==> config.mk <==
export PLATFORM = sky130hd
export DESIGN_NAME = stage4_mem
export DESIGN_NICKNAME = d
export VERILOG_FILES = /design/src/rtl/stage4_mem.sv
export SDC_FILE = /design/constraint.sdc
export NUM_CORES = 1
export LEC_CHECK = 0
export BUFFER_PORTS_ARGS = -buffer_cell sky130_fd_sc_hd__buf_2
export CAP_MARGIN = 30
export CELL_PAD_IN_SITES_DETAIL_PLACEMENT = 0
export CELL_PAD_IN_SITES_GLOBAL_PLACEMENT = 2
export CORE_MARGIN = 2
export CORE_UTILIZATION = 32
export DETAILED_ROUTE_END_ITERATION = 10
export PLACE_DENSITY = 0.88
export SKIP_CTS_REPAIR_TIMING = 1
export SLEW_MARGIN = 20
export SYNTH_ARGS = -nofsm -noshare
export SYNTH_HDL_FRONTEND = slang
export SYNTH_SLANG_ARGS = --single-unit
==> constraint.sdc <==
create_clock -name clk -period 11.5 [get_ports clk]
set_input_delay 2.3 -clock clk [delete_from_list [all_inputs] [get_ports clk]]
set_output_delay 2.3 -clock clk [all_outputs]
set_load 0.05 [all_outputs]
==> src/rtl/stage4_mem.sv <==
// Pipeline stage 4 (MEM): holds one instruction, collects the data-SRAM load
// response, aligns/extends it and hands the result to WB and the ID bypass.
module stage4_mem #(
  parameter int unsigned SB_W = 118
) (
  input  logic                 clk,
  input  logic                 reset,
  input  logic                 es_to_ms_valid,
  output logic                 ms_allow_in,
  input  logic [31:0]          es_pc,
  input  logic [31:0]          es_result,
  input  logic [4:0]           es_dest,
  input  logic                 es_gr_we,
  input  logic [2:0]           es_ld_op,
  input  logic                 es_req_issued,
  input  logic [SB_W-1:0]      es_sb,
  input  logic                 data_sram_data_ok,
  input  logic [31:0]          data_sram_rdata,
  input  logic                 ws_allow_in,
  input  logic                 wb_flush,
  output logic                 ms_to_ws_valid,
  output logic [70+SB_W-1:0]   ms_to_ws_bus,
  output logic                 ms_fwd_we,
  output logic [4:0]           ms_fwd_dest,
  output logic [31:0]          ms_fwd_data,
  output logic                 ms_ld_pending
);

  typedef enum logic [2:0] {
    LD_NONE = 3'b000,
    LD_B    = 3'b001,
    LD_H    = 3'b010,
    LD_W    = 3'b011,
    LD_BU   = 3'b101,
    LD_HU   = 3'b110
  } ld_op_e;

  logic              ms_valid_q, ms_valid_d;
  logic [31:0]       pc_q, pc_d;
  logic [31:0]       result_q, result_d;
  logic [4:0]        dest_q, dest_d;
  logic              gr_we_q, gr_we_d;
  logic [2:0]        ld_op_q, ld_op_d;
  logic              req_issued_q, req_issued_d;
  logic [SB_W-1:0]   sb_q, sb_d;
  logic              buf_valid_q, buf_valid_d;
  logic [31:0]       buf_q, buf_d;
  logic [1:0]        discard_q, discard_d;

  logic              is_load;
  logic              ld_wait;
  logic              data_ok_live;
  logic              ready_go;
  logic              capture;
  logic [31:0]       sel_data;
  logic [31:0]       byte_sh;
  logic [31:0]       half_sh;
  logic [31:0]       load_data;
  logic [31:0]       final_result;
  logic              pend_mem;
  logic              pend_ex;
  logic              discard_dec;
  logic [2:0]        discard_sum;

  assign is_load      = (ld_op_q != LD_NONE);
  assign ld_wait      = ms_valid_q & req_issued_q & is_load;
  // Responses owed to cancelled loads are swallowed while the discard count is non-zero.
  assign data_ok_live = data_sram_data_ok & (discard_q == 2'd0);
  assign ready_go     = ~ld_wait | buf_valid_q | data_ok_live;
  assign ms_allow_in  = ~ms_valid_q | (ready_go & ws_allow_in);
  assign capture      = ms_allow_in & es_to_ms_valid;

  assign ms_to_ws_valid = ms_valid_q & ready_go & ~wb_flush;

  assign sel_data = buf_valid_q ? buf_q : data_sram_rdata;
  assign byte_sh  = sel_data >> {result_q[1:0], 3'b000};
  assign half_sh  = sel_data >> {result_q[1], 4'b0000};

  always_comb begin
    load_data = sel_data;
    case (ld_op_q)
      LD_B:    load_data = {{24{byte_sh[7]}}, byte_sh[7:0]};
      LD_H:    load_data = {{16{half_sh[15]}}, half_sh[15:0]};
      LD_BU:   load_data = {24'd0, byte_sh[7:0]};
      LD_HU:   load_data = {16'd0, half_sh[15:0]};
      default: load_data = sel_data;
    endcase
  end

  assign final_result = (is_load & req_issued_q) ? load_data : result_q;

  assign ms_to_ws_bus  = {sb_q, final_result, dest_q, gr_we_q, pc_q};
  assign ms_fwd_we     = ms_valid_q & gr_we_q;
  assign ms_fwd_dest   = dest_q;
  assign ms_fwd_data   = final_result;
  assign ms_ld_pending = ms_valid_q & is_load & ~ready_go;

  // A flush cancels the waiting MEM load (unless its data arrives this very
  // cycle) and any request EX issued this cycle; each leaves one response to drop.
  assign pend_mem    = wb_flush & ld_wait & ~buf_valid_q & ~data_ok_live;
  assign pend_ex     = wb_flush & es_req_issued & es_to_ms_valid;
  assign discard_dec = data_sram_data_ok & (discard_q != 2'd0);
  assign discard_sum = {1'b0, discard_q} + {2'b00, pend_mem} + {2'b00, pend_ex}
                       - {2'b00, discard_dec};

  always_comb begin
    ms_valid_d   = ms_valid_q;
    pc_d         = pc_q;
    result_d     = result_q;
    dest_d       = dest_q;
    gr_we_d      = gr_we_q;
    ld_op_d      = ld_op_q;
    req_issued_d = req_issued_q;
    sb_d         = sb_q;
    buf_valid_d  = buf_valid_q;
    buf_d        = buf_q;
    discard_d    = (discard_sum > 3'd3) ? 2'd3 : discard_sum[1:0];

    if (ms_allow_in) begin
      ms_valid_d  = es_to_ms_valid;
      buf_valid_d = 1'b0;
    end
    if (capture) begin
      pc_d         = es_pc;
      result_d     = es_result;
      dest_d       = es_dest;
      gr_we_d      = es_gr_we;
      ld_op_d      = es_ld_op;
      req_issued_d = es_req_issued;
      sb_d         = es_sb;
    end

    if (ld_wait & ~buf_valid_q & data_ok_live & ~ws_allow_in) begin
      buf_d       = data_sram_rdata;
      buf_valid_d = 1'b1;
    end

    if (wb_flush) begin
      ms_valid_d  = 1'b0;
      buf_valid_d = 1'b0;
    end
  end

  always_ff @(posedge clk or posedge reset) begin
    if (reset) begin
      ms_valid_q   <= 1'b0;
      pc_q         <= '0;
      result_q     <= '0;
      dest_q       <= '0;
      gr_we_q      <= 1'b0;
      ld_op_q      <= '0;
      req_issued_q <= 1'b0;
      sb_q         <= '0;
      buf_valid_q  <= 1'b0;
      buf_q        <= '0;
      discard_q    <= '0;
    end else begin
      ms_valid_q   <= ms_valid_d;
      pc_q         <= pc_d;
      result_q     <= result_d;
      dest_q       <= dest_d;
      gr_we_q      <= gr_we_d;
      ld_op_q      <= ld_op_d;
      req_issued_q <= req_issued_d;
      sb_q         <= sb_d;
      buf_valid_q  <= buf_valid_d;
      buf_q        <= buf_d;
      discard_q    <= discard_d;
    end
  end

endmodule

==> results of run 1 <==
## flip-flops by register name, summed over array words and instances, names as in the netlist
signal / flops
buf_q: 32
sb_q: 118
discard_q: 2
ld_op_q: 3
req_issued_q: 1
ms_fwd_dest: 5
ms_valid_q: 1
result_q: 32
gr_we_q: 1
pc_q: 32
buf_valid_q: 1
## synth_stat cells, types with 7 or more instances
library cell  instances  area share
a21oi_1              25       0.012
a221oi_1              7      0.0059
buf_2                11      0.0053
buf_4                56       0.040
clkbuf_1             18      0.0064
dfrtp_1             228        0.54
mux2_1               19       0.020
mux2_2              219        0.24
mux2i_1              28       0.027
nand2_1              29       0.010
nor2_1               22      0.0079
nor2b_1               7      0.0042
o21ai_0              19      0.0091
o22a_1               16       0.013
## power groups by stage
stage                     registers, W  clock network, W  logic (W)
after floorplan                0.00133                 0   0.000642
after global placement         0.00103                 0    0.00120
after detailed placement       0.00104                 0    0.00121
after CTS                      0.00102          0.000944    0.00121
after global routing           0.00104          0.000970    0.00127
final                          0.00102          0.000916    0.00121
## worst register-to-register path, cell delays in order (launching register included)
cell	delay, ns
dfrtp_1	0.56
o31ai_4	0.56
buf_8	0.23
nor3_1	0.10
nand2b_1	0.26
a21oi_4	0.17
buf_4	0.55
buf_4	0.81
mux2_2	0.49
## kinds of logic after synthesis
group / Yosys count / share of synthesized area
buffers and inverters: 94 / 0.0565
AOI/OAI and AO/OA: 95 / 0.0645
xor gates and xnor gates: 1 / 0.000836
DFF: 228 / 0.545
muxes: 270 / 0.291
adders and majority gates: 3 / 0.00502
and+or+nand+nor: 84 / 0.0375
## through the flow
stage	cells	cell area [um2]	util	hold WS, ns
after floorplan	775	10500	-	0.475
after global routing	1651	13900	0.430	0.495
final	1655	13900	0.430	0.477
after detailed placement	1595	12800	0.397	0.469
after global placement	1595	12800	0.397	0.464
after CTS	1645	13800	0.427	0.482
## path summary, 6_finish.rpt
check	start	end	slack [ns]	depth (start not counted)
setup / recovery	data_sram_rdata[31]	ms_to_ws_bus[58]	5.04	8
hold / removal	sb_q[90]$_DFFE_PP0P_	sb_q[90]$_DFFE_PP0P_	0.48	1
setup reg to reg	ld_op_q[1]$_DFFE_PP0P_	sb_q[69]$_DFFE_PP0P_	7.69	8
hold reg to reg	sb_q[90]$_DFFE_PP0P_	sb_q[90]$_DFFE_PP0P_	0.48	1
max in group asynchronous	reset	buf_valid_q$_DFFE_PP0P_	8.13	3
min in group asynchronous	reset	pc_q[14]$_DFFE_PP0P_	1.81	2
## routing by layer
layer,wire length (um),vias up
met5,114,-
met4,1390,18
met3,2750,75
met2,17000,285
met1,12900,3879
li1,-,3585
## layout make-up
class | count | area share
Antenna cell | 5 | 0.000899
Clock buffer | 40 | 0.0586
Clock inverter | 10 | 0.0112
Inverter | 6 | 0.00216
Multi-Input combinational cell | 453 | 0.302
Sequential cell | 228 | 0.410
Tap cell | 442 | 0.0397
Timing Repair Buffer | 471 | 0.175
==> out/results.ini, run 1 <==
[outcome]
outcome = completed

[sta]
fin_crit_sh = 0.562
slew_headroom = 0.413
tightest_slew_ns = 0.880
hold_violations = 0
setup_viol = 0
rsz0062_at_grt = false
drv_slew = 0
fin_skew_ns = 0.0360
fmax_ghz = 0.155
layout_min_cycle_time_ns = 6.46
tns_ns = 0
worst_slack_ns = 5.04

[floorplanning]
core-area_um2 = 32400
dieHeight_um = 185
die_w_um = 185
start_util = 0.324
rows = 66
die_area_um2 = 34200
ioPinCount = 459

[layout]
fillCellCount = 3198
nets = 1421
synthToLayoutAreaGrowth_pct = 32.9
final_layout_size_suffix_gt1_frac = 0.622
multi_input_area_um2 = 4210
layout_common_cells = buf_2, dfrtp_1, mux2_2
register_area_um2 = 5710
layout_commonest_cell = buf_2

[power_and_ir_drop]
power_switching_w = 0.00132
pwr-share-comb = 0.383
ir_worst_vdd_v = 0.000148
pwr-share-seq = 0.325
pwr-share-clk = 0.291
power.density_nw_per_um2 = 226
switching_share = 0.420
internal_power_w = 0.00182
power_w = 0.00315
leakage_nw = 6.55

[placement]
preCtsSetupSlack_ns = 5.04
place.gp.congestion = 0.804
portBuffers = 458
place_hpwl_um = 25900

[setup_path]
cp_data_arrival_time_ns = 4.16
crit_path_end_kind = output port
cp_data_required_time_ns = 9.20
cp_top_family = multiplexers
cp-start-kind = primary input
crit_top_cell = buf_2
cp_cell_sequence = buf_2 > mux2_2 > mux4_2 > nand3_2 > o31ai_4 > buf_6 > o22a_1 > buf_2
slowest_stage = mux4_2
cp_num_buf_inv = 3
timing_worst_setup_path_type = primary input to output port
cp_max_fo = 9
critPathMaxStageDelay_ns = 0.50

[clock_tree]
htreeDepth = 1
cts_buffers = 28
insertion_delay_ns = 0.57
clock_sinks = 228
clk_path_buf_depth = 3
cts.clk_slew.worst_paths_ns = 0.06
cts_tree = done
cts_root_buf = clkbuf_16

[logic_synthesis]
postSynthCellCount = 775
synth-seq-cells = 228
synthDistinctLibCells = 44
yosys_most_used_dff = dfrtp_1
ys_seq_area_frac = 0.545
synth_edf_count = 0
syn-mean-instance-area_um2 = 13.5
syn_nets = 1008
netlist_area_um2 = 10500
async_flop_share = 1.00
ys_warn_count = 0

[global_routing]
grt_pass1_vias = 8023
met1_usage = 0.226
busiest_layer = met2
grtUsageMet3 = 0.0637
met2_usage = 0.332
track_usage = 0.194
grt_pass1_wl_um = 50000
grt_antenna_before_repair = 13
grt.overflow.total = 0
grt_max_degree = 104

[min_path]
min_path_type = flop to flop

[drt]
drtIter0Drc = 320
num_vias = 7842
drc_errors = 0
post_drt_wl_per_cell_um = 20.7
wirelength_um = 34200
via_per_inst = 4.74
antenna_left = 0
drt_pass1_iterations = 6

[job]
max_cap_viol_count = 0

No activity file was read; power rests on OpenSTA's default activity.
==> inputs of run 2 (changes only) <==
--- a/config.mk
+++ b/config.mk
@@ -5,14 +5,15 @@
 export SDC_FILE = /design/constraint.sdc
 export NUM_CORES = 1
 export LEC_CHECK = 0
+export ABC_AREA = 1
 export BUFFER_PORTS_ARGS = -buffer_cell sky130_fd_sc_hd__buf_2
 export CAP_MARGIN = 30
 export CELL_PAD_IN_SITES_DETAIL_PLACEMENT = 0
 export CELL_PAD_IN_SITES_GLOBAL_PLACEMENT = 2
 export CORE_MARGIN = 2
-export CORE_UTILIZATION = 32
+export CORE_UTILIZATION = 26
 export DETAILED_ROUTE_END_ITERATION = 10
-export PLACE_DENSITY = 0.88
+export PLACE_DENSITY = 0.83
 export SKIP_CTS_REPAIR_TIMING = 1
 export SLEW_MARGIN = 20
 export SYNTH_ARGS = -nofsm -noshare
==> constraint.sdc (replaced) <==
create_clock -name clk -period 6.2 [get_ports clk]
set_input_delay 1.24 -clock clk [delete_from_list [all_inputs] [get_ports clk]]
set_output_delay 1.24 -clock clk [all_outputs]
set_load 0.05 [all_outputs]
==> run 2 against run 1 <==
  * Via count is 36% higher
  * Power is 67% higher
  * Register-to-register slack worse by 4.9 ns
  * Sequential power is 75% higher
  * Global-route usage is 0.69 points lower
  * Cell area is 3.0% higher
  * Clock-buffer cell count stayed put
  * Worst hold slack worse by 0.016 ns
==> out/results.ini, run 2 <==
[outcome]
outcome = completed  ; unchanged

[logic_synthesis]
syn-mean-instance-area_um2 = 7.71  ; was 13.5 um2
syn_nets = 1659  ; was 1008
netlist_area_um2 = 11000  ; was 10500 um2
yosysTopAreaCell = dfrtp_1  ; unchanged
synth_top_area_frac = 0.519  ; was 0.545
synthTopCellsByCount = nand2_1, nand3_1, dfrtp_1, inv_1, nor2_1  ; was dfrtp_1, mux2_2, buf_4, nand2_1, mux2i_1
yosys-top-cells-area = dfrtp_1, nand2_1, nand3_1  ; was dfrtp_1, mux2_2, buf_4
ys_warn_count = 0  ; unchanged
yosys_most_used_dff = dfrtp_1  ; unchanged
postSynthCellCount = 1426  ; was 775
synth_edf_count = 0  ; unchanged
async_flop_share = 1.00  ; unchanged
synth-seq-cells = 228  ; unchanged
synthDistinctLibCells = 24  ; was 44
synth_most_common_cell = nand2_1  ; was dfrtp_1
ys_seq_area_frac = 0.519  ; was 0.545

[floorplanning]
ioPinCount = 459  ; unchanged
rows = 75  ; was 66
die_w_um = 210  ; was 185 um
start_util = 0.263  ; was 0.324
dieHeight_um = 210  ; was 185 um
core-area_um2 = 41900  ; was 32400 um2
die_area_um2 = 43900  ; was 34200 um2

[sta]
worst_slack_ns = 1.53  ; was 5.04 ns
setup_viol = 0  ; unchanged
fin_skew_ns = 0.0158  ; was 0.0360 ns
tns_ns = 0  ; unchanged
drv_slew = 0  ; unchanged
hold_violations = 0  ; unchanged
rsz0062_at_grt = false  ; unchanged
holdWs_ns = 0.462  ; was 0.477 ns
layout_min_cycle_time_ns = 4.67
fin_crit_sh = 0.752
slew_headroom = 0.375  ; was 0.413
fmax_ghz = 0.214
tightest_slew_ns = 0.938  ; was 0.880 ns

[setup_path]
slowest_stage = dfrtp_1  ; was mux4_2
critPathMaxStageDelay_ns = 0.83  ; was 0.50 ns
crit_top_cell = nand2_1  ; was buf_2
cp_max_fo = 24  ; was 9
rrSetupSlack_ns = 2.83  ; was 7.69 ns
cp_top_family = simple AND/OR/NAND/NOR gates  ; was multiplexers
cp_num_buf_inv = 3  ; unchanged
timing_worst_setup_path_type = flop to output port  ; was primary input to output port
cp_data_required_time_ns = 4.96  ; was 9.20 ns
cp-start-kind = flop  ; was primary input
crit_path_end_kind = output port  ; unchanged
cp_data_arrival_time_ns = 3.43  ; was 4.16 ns
cp_cell_sequence = inv_1 > nand3_1 > nand2_1 > nand2_1 > nand3_1 > nand2_1 > inv_1 > buf_2  ; was buf_2 > mux2_2 > mux4_2 > nand3_2 > o31ai_4 > buf_6 > o22a_1 > buf_2

[layout]
nets = 2028  ; was 1421
synthToLayoutAreaGrowth_pct = 30.5  ; was 32.9%
final_cells = 2354  ; was 1655
top_register = sb_q  ; unchanged
fillCellCount = 4591  ; was 3198
layout_common_cells = nand2_1, buf_2, nand3_1  ; was buf_2, dfrtp_1, mux2_2
largest_reg_flops = 118  ; unchanged
fin_area_um2 = 14300  ; was 13900 um2
final_layout_size_suffix_gt1_frac = 0.295  ; was 0.622
layout_commonest_cell = nand2_1  ; was buf_2

[drt]
drc_errors = 0  ; unchanged
wirelength_um = 42200  ; was 34200 um
via_per_inst = 4.52  ; was 4.74
drtIter0Drc = 687  ; was 320
antenna_left = 0  ; unchanged
drt_pass1_iterations = 5  ; was 6
post_drt_wl_per_cell_um = 17.9  ; was 20.7 um
num_vias = 10600  ; was 7842

[placement]
dp.cells = 2302  ; was 1595
portBuffers = 458  ; unchanged
place.gp.congestion = 0.849  ; was 0.804
place_hpwl_um = 30400  ; was 25900 um
preCtsSetupSlack_ns = 1.91  ; was 5.04 ns
place_area_um2 = 13300  ; was 12800 um2

[power_and_ir_drop]
pwr-share-seq = 0.340  ; was 0.325
ir_worst_vdd_v = 0.000189  ; was 0.000148 V
pwr-share-comb = 0.331  ; was 0.383
power.density_nw_per_um2 = 367  ; was 226 nW/um2
leakage_nw = 8.24  ; was 6.55 nW
power_switching_w = 0.00214  ; was 0.00132 W
pwr-share-clk = 0.329  ; was 0.291
switching_share = 0.406  ; was 0.420
internal_power_w = 0.00313  ; was 0.00182 W

[clock_tree]
insertion_delay_ns = 0.56  ; was 0.57 ns
cts_buffers = 29  ; was 28
cts_root_buf = clkbuf_16  ; unchanged
clk_path_buf_depth = 3  ; unchanged
cts.clk_slew.worst_paths_ns = 0.06  ; about the same
htreeDepth = 1  ; unchanged
clock_sinks = 228  ; unchanged
cts_tree = done  ; unchanged

[global_routing]
grt.overflow.total = 0  ; unchanged
grt_antenna_before_repair = 15  ; was 13
track_usage = 0.188  ; was 0.194
grt_pass1_vias = 10600  ; was 8023
grt_max_degree = 133  ; was 104
grt_pass1_wl_um = 63900  ; was 50000 um

[job]
max_cap_viol_count = 0  ; unchanged

[min_path]
min_path_type = flop to flop  ; unchanged

-- run 2: cell count changes after synthesis, sizes merged, moves of 21 or more --
cell / before / now
buf: 70 / 106
inv: 6 / 78
mux2i: 28 / 0
mux2: 238 / 0
nor2: 22 / 72
nand3: 4 / 248
a21oi: 25 / 46
nand2: 29 / 568
-- run 2: per-layer routing --
metal,share of wire,up-vias,GRT usage
met2,0.48,381,0.317
met5,0.0034,-,0
met3,0.069,90,0.0462
li1,-,5196,-
met4,0.031,24,0.0629
met1,0.41,4955,0.234
-- run 2: cell type report --
cell class	instances	area, um2	area share
multi-input combinational	988	4250	0.297
tap	539	674	0.0470
antenna	1	2.50	0.000175
clock inverter	10	141	0.00986
clock buffer	40	837	0.0584
inverter	79	300	0.0209
timing repair buffer	469	2430	0.169
sequential	228	5710	0.398
-- run 2: path summary, 6_finish.rpt --
check	from	end	depth (start not counted)
min	sb_q[13]$_DFFE_PP0P_	sb_q[13]$_DFFE_PP0P_	2
min in group asynchronous	reset	sb_q[27]$_DFFE_PP0P_	2
max in group asynchronous	reset	sb_q[110]$_DFFE_PP0P_	3
max	result_q[1]$_DFFE_PP0P_	ms_fwd_data[31]	8
max reg2reg	buf_valid_q$_DFFE_PP0P_	sb_q[30]$_DFFE_PP0P_	9
min reg2reg	sb_q[13]$_DFFE_PP0P_	sb_q[13]$_DFFE_PP0P_	2
-- run 2: kinds of logic (layout without fill, tap and decap cells) --
| family | Yosys count | in the layout | share of synthesized area |
|---|---|---|---|
| flops | 228 | 228 | 0.519 |
| simple gates | 912 | 912 | 0.345 |
| other cells | 0 | 1 | 0 |
| buf+inv | 210 | 598 | 0.0960 |
| compound gates | 72 | 72 | 0.0340 |
| fa+ha+maj | 3 | 3 | 0.00478 |
| xor+xnor | 1 | 1 | 0.000797 |
-- run 2: metrics by stage --
step                utilization  total power (W)
finish                    0.343          0.00526
global placement          0.319          0.00356
global route              0.343          0.00553
detailed placement        0.319          0.00357
CTS                       0.342          0.00535
floorplan                     -          0.00314
-- run 2: power groups by stage --
stage	Clock, W	Sequential, W	Combinational (W)
finish	0.00173	0.00179	0.00174
global route	0.00185	0.00181	0.00186
CTS	0.00180	0.00179	0.00176
detailed placement	0	0.00181	0.00176
global placement	0	0.00181	0.00175
floorplan	0	0.00223	0.000910
-- run 2: worst register-to-register path: stages, from the launching register on --
cell and delay (ns):
dfrtp_1 0.38, buf_4 0.28, nor2_1 0.20, nand4_1 0.14, nand2_1 0.18, nand2_8 0.40
nand2_4 0.93, buf_12 0.49, nand2_1 0.23, nand2_1 0.08
==> inputs of run 3 (changes only) <==
==> constraint.sdc (replaced) <==
create_clock -name clk -period 4.8 [get_ports clk]
set_input_delay 0.96 -clock clk [delete_from_list [all_inputs] [get_ports clk]]
set_output_delay 0.96 -clock clk [all_outputs]
set_load 0.05 [all_outputs]
==> run 3 against run 2 <==
  * Final cell count is 0.34% higher
  * Global-route usage is 0.20 points higher
  * Clock power is 22% higher
  * Combinational power is 30% higher
  * Critical endpoint is now ms_to_ws_bus[69]
==> out/results.ini, run 3 (synthesized netlist as in run 2, its figures left out) <==
[outcome]
outcome = completed  ; unchanged

[setup_path]
cp-start-kind = flop  ; unchanged
startpoint = result_q[1]$_DFFE_PP0P_  ; unchanged
timing.rr.start = buf_valid_q$_DFFE_PP0P_  ; unchanged
cp_data_arrival_time_ns = 3.12  ; was 3.43 ns
cp_top_family = simple AND/OR/NAND/NOR gates  ; unchanged
cp_data_required_time_ns = 3.84  ; was 4.96 ns
crit_path_end_kind = output port  ; unchanged
slowest_stage = nand2_1  ; was dfrtp_1
r2r_cells = 11  ; was 9
r2r-end = discard_q[1]$_DFF_PP0_  ; was sb_q[30]$_DFFE_PP0P_
cp_max_fo = 24  ; unchanged
critPathMaxStageDelay_ns = 0.51  ; was 0.83 ns
crit_top_cell = nand2_1  ; unchanged
cp_num_buf_inv = 4  ; was 3
rrSetupSlack_ns = 2.15  ; was 2.83 ns
cp_cell_sequence = buf_4 > inv_1 > nand3_1 > nand2_1 > nand2_1 > nand3_1 > nand2_1 > inv_1 > buf_2  ; was inv_1 > nand3_1 > nand2_1 > nand2_1 > nand3_1 > nand2_1 > inv_1 > buf_2
timing_worst_setup_path_type = flop to output port  ; unchanged

[power_and_ir_drop]
power_switching_w = 0.00275  ; was 0.00214 W
internal_power_w = 0.00393  ; was 0.00313 W
switching_share = 0.412  ; was 0.406
power.density_nw_per_um2 = 465  ; was 367 nW/um2
pwr-share-seq = 0.345  ; was 0.340
leakage_nw = 8.26  ; was 8.24 nW
ir_worst_vdd_v = 0.000256  ; was 0.000189 V
pwr-share-comb = 0.339  ; was 0.331
pwr-share-clk = 0.316  ; was 0.329

[sta]
slew_headroom = 0.423  ; was 0.375
fin_skew_ns = 0.00786  ; was 0.0158 ns
hold_violations = 0  ; unchanged
layout_min_cycle_time_ns = 4.08
tightest_slew_ns = 0.863  ; was 0.938 ns
fin_crit_sh = 0.849
fmax_ghz = 0.245
tns_ns = 0  ; unchanged
rsz0062_at_grt = false  ; unchanged
setup_viol = 0  ; unchanged
drv_slew = 0  ; unchanged

[clock_tree]
cts.clk_slew.worst_paths_ns = 0.06  ; about the same
cts_buffers = 29  ; unchanged
clock_sinks = 228  ; unchanged
cts_tree = done  ; unchanged
insertion_delay_ns = 0.55  ; was 0.56 ns
htreeDepth = 1  ; unchanged
cts_root_buf = clkbuf_16  ; unchanged
clk_path_buf_depth = 3  ; unchanged

[placement]
place_hpwl_um = 30500  ; was 30400 um
portBuffers = 458  ; unchanged
place.gp.congestion = 0.845  ; was 0.849
place_area_um2 = 13400  ; was 13300 um2

[global_routing]
grt_pass1_wl_um = 64300  ; was 63900 um
grt.overflow.total = 0  ; unchanged
grt_pass1_vias = 10500  ; was 10600
track_usage = 0.190  ; was 0.188
grt_antenna_before_repair = 15  ; unchanged
grt_max_degree = 131  ; was 133

[drt]
num_vias = 10600  ; about the same
drtIter0Drc = 552  ; was 687
wirelength_um = 42700  ; was 42200 um
antenna_left = 0  ; unchanged
drc_errors = 0  ; unchanged
drt_pass1_iterations = 4  ; was 5
post_drt_wl_per_cell_um = 18.1  ; was 17.9 um
via_per_inst = 4.48  ; was 4.52

[min_path]
hold_depth = 2  ; unchanged
min_path_type = flop to flop  ; unchanged
min_to = pc_q[28]$_DFFE_PP0P_  ; was sb_q[13]$_DFFE_PP0P_
min-delay-start = pc_q[28]$_DFFE_PP0P_  ; was sb_q[13]$_DFFE_PP0P_

[layout]
nets = 2032  ; was 2028
final_layout_size_suffix_gt1_frac = 0.297  ; was 0.295
layout_commonest_cell = nand2_1  ; unchanged
fillCellCount = 4619  ; was 4591
fin_area_um2 = 14400  ; was 14300 um2
multi_input_area_um2 = 4250  ; unchanged
largest_reg_flops = 118  ; unchanged
synthToLayoutAreaGrowth_pct = 30.6  ; was 30.5%
register_area_um2 = 5710  ; unchanged
top_register = sb_q  ; unchanged
layout_common_cells = nand2_1, buf_2, nand3_1  ; unchanged

[floorplanning]
core-area_um2 = 41900  ; unchanged
die_area_um2 = 43900  ; unchanged
ioPinCount = 459  ; unchanged
die_w_um = 210  ; unchanged
start_util = 0.263  ; unchanged
dieHeight_um = 210  ; unchanged
rows = 75  ; unchanged

[job]
max_cap_viol_count = 0  ; unchanged

[run 3: metal layers]
metal,share of wire,global-route usage
met4,0.027,0.0555
met1,0.42,0.237
met5,0.0025,0
met2,0.48,0.321
met3,0.073,0.0498
[run 3: area by class of cell]
type                       count  area share
clock buffer                  42      0.0581
sequential                   228       0.397
antenna                        2    0.000349
timing repair buffer         473       0.174
tap                          539      0.0470
multi-input combinational    988       0.296
clock inverter                11     0.00601
inverter                      79      0.0209
[run 3: power groups by stage]
stage	combinational, W	sequential, W	clock, W
final	0.00226	0.00230	0.00211
after global routing	0.00242	0.00234	0.00228
after CTS	0.00229	0.00230	0.00220
after detailed placement	0.00229	0.00233	0
after global placement	0.00228	0.00233	0
after floorplan	0.00118	0.00288	0
[run 3: worst min-delay path, stage by stage, from the launching register on]
cell     delay [ns]
dfrtp_1        0.33
nand2_1        0.05
nand2_1        0.05
[run 3: worst max path at each step]
stage / endpoint / cells after the start / slack [ns]
CTS: ms_to_ws_bus[69] / 9 / 0.67
global placement: ms_fwd_data[31] / 10 / 1.08
floorplan: buf_q[0]$_DFFE_PP0P_ / 1 / 0.86
detailed placement: ms_to_ws_bus[69] / 10 / 1.08
global route: ms_fwd_data[31] / 9 / 0.41
finish: ms_to_ws_bus[69] / 9 / 0.72
[run 3: per-stage QoR]
stage | setup WS [ns] | power (W) | instances | utilization | hold WS (ns)
2_1_floorplan | 0.860 | 0.00406 | 1426 | - | 0.434
3_3_place_gp | 1.08 | 0.00461 | 2305 | 0.320 | 0.448
3_5_place_dp | 1.08 | 0.00462 | 2305 | 0.320 | 0.451
4_1_cts | 0.668 | 0.00679 | 2358 | 0.342 | 0.467
5_1_grt | 0.409 | 0.00704 | 2362 | 0.343 | 0.477
6_report | 0.724 | 0.00668 | 2362 | 0.343 | 0.463
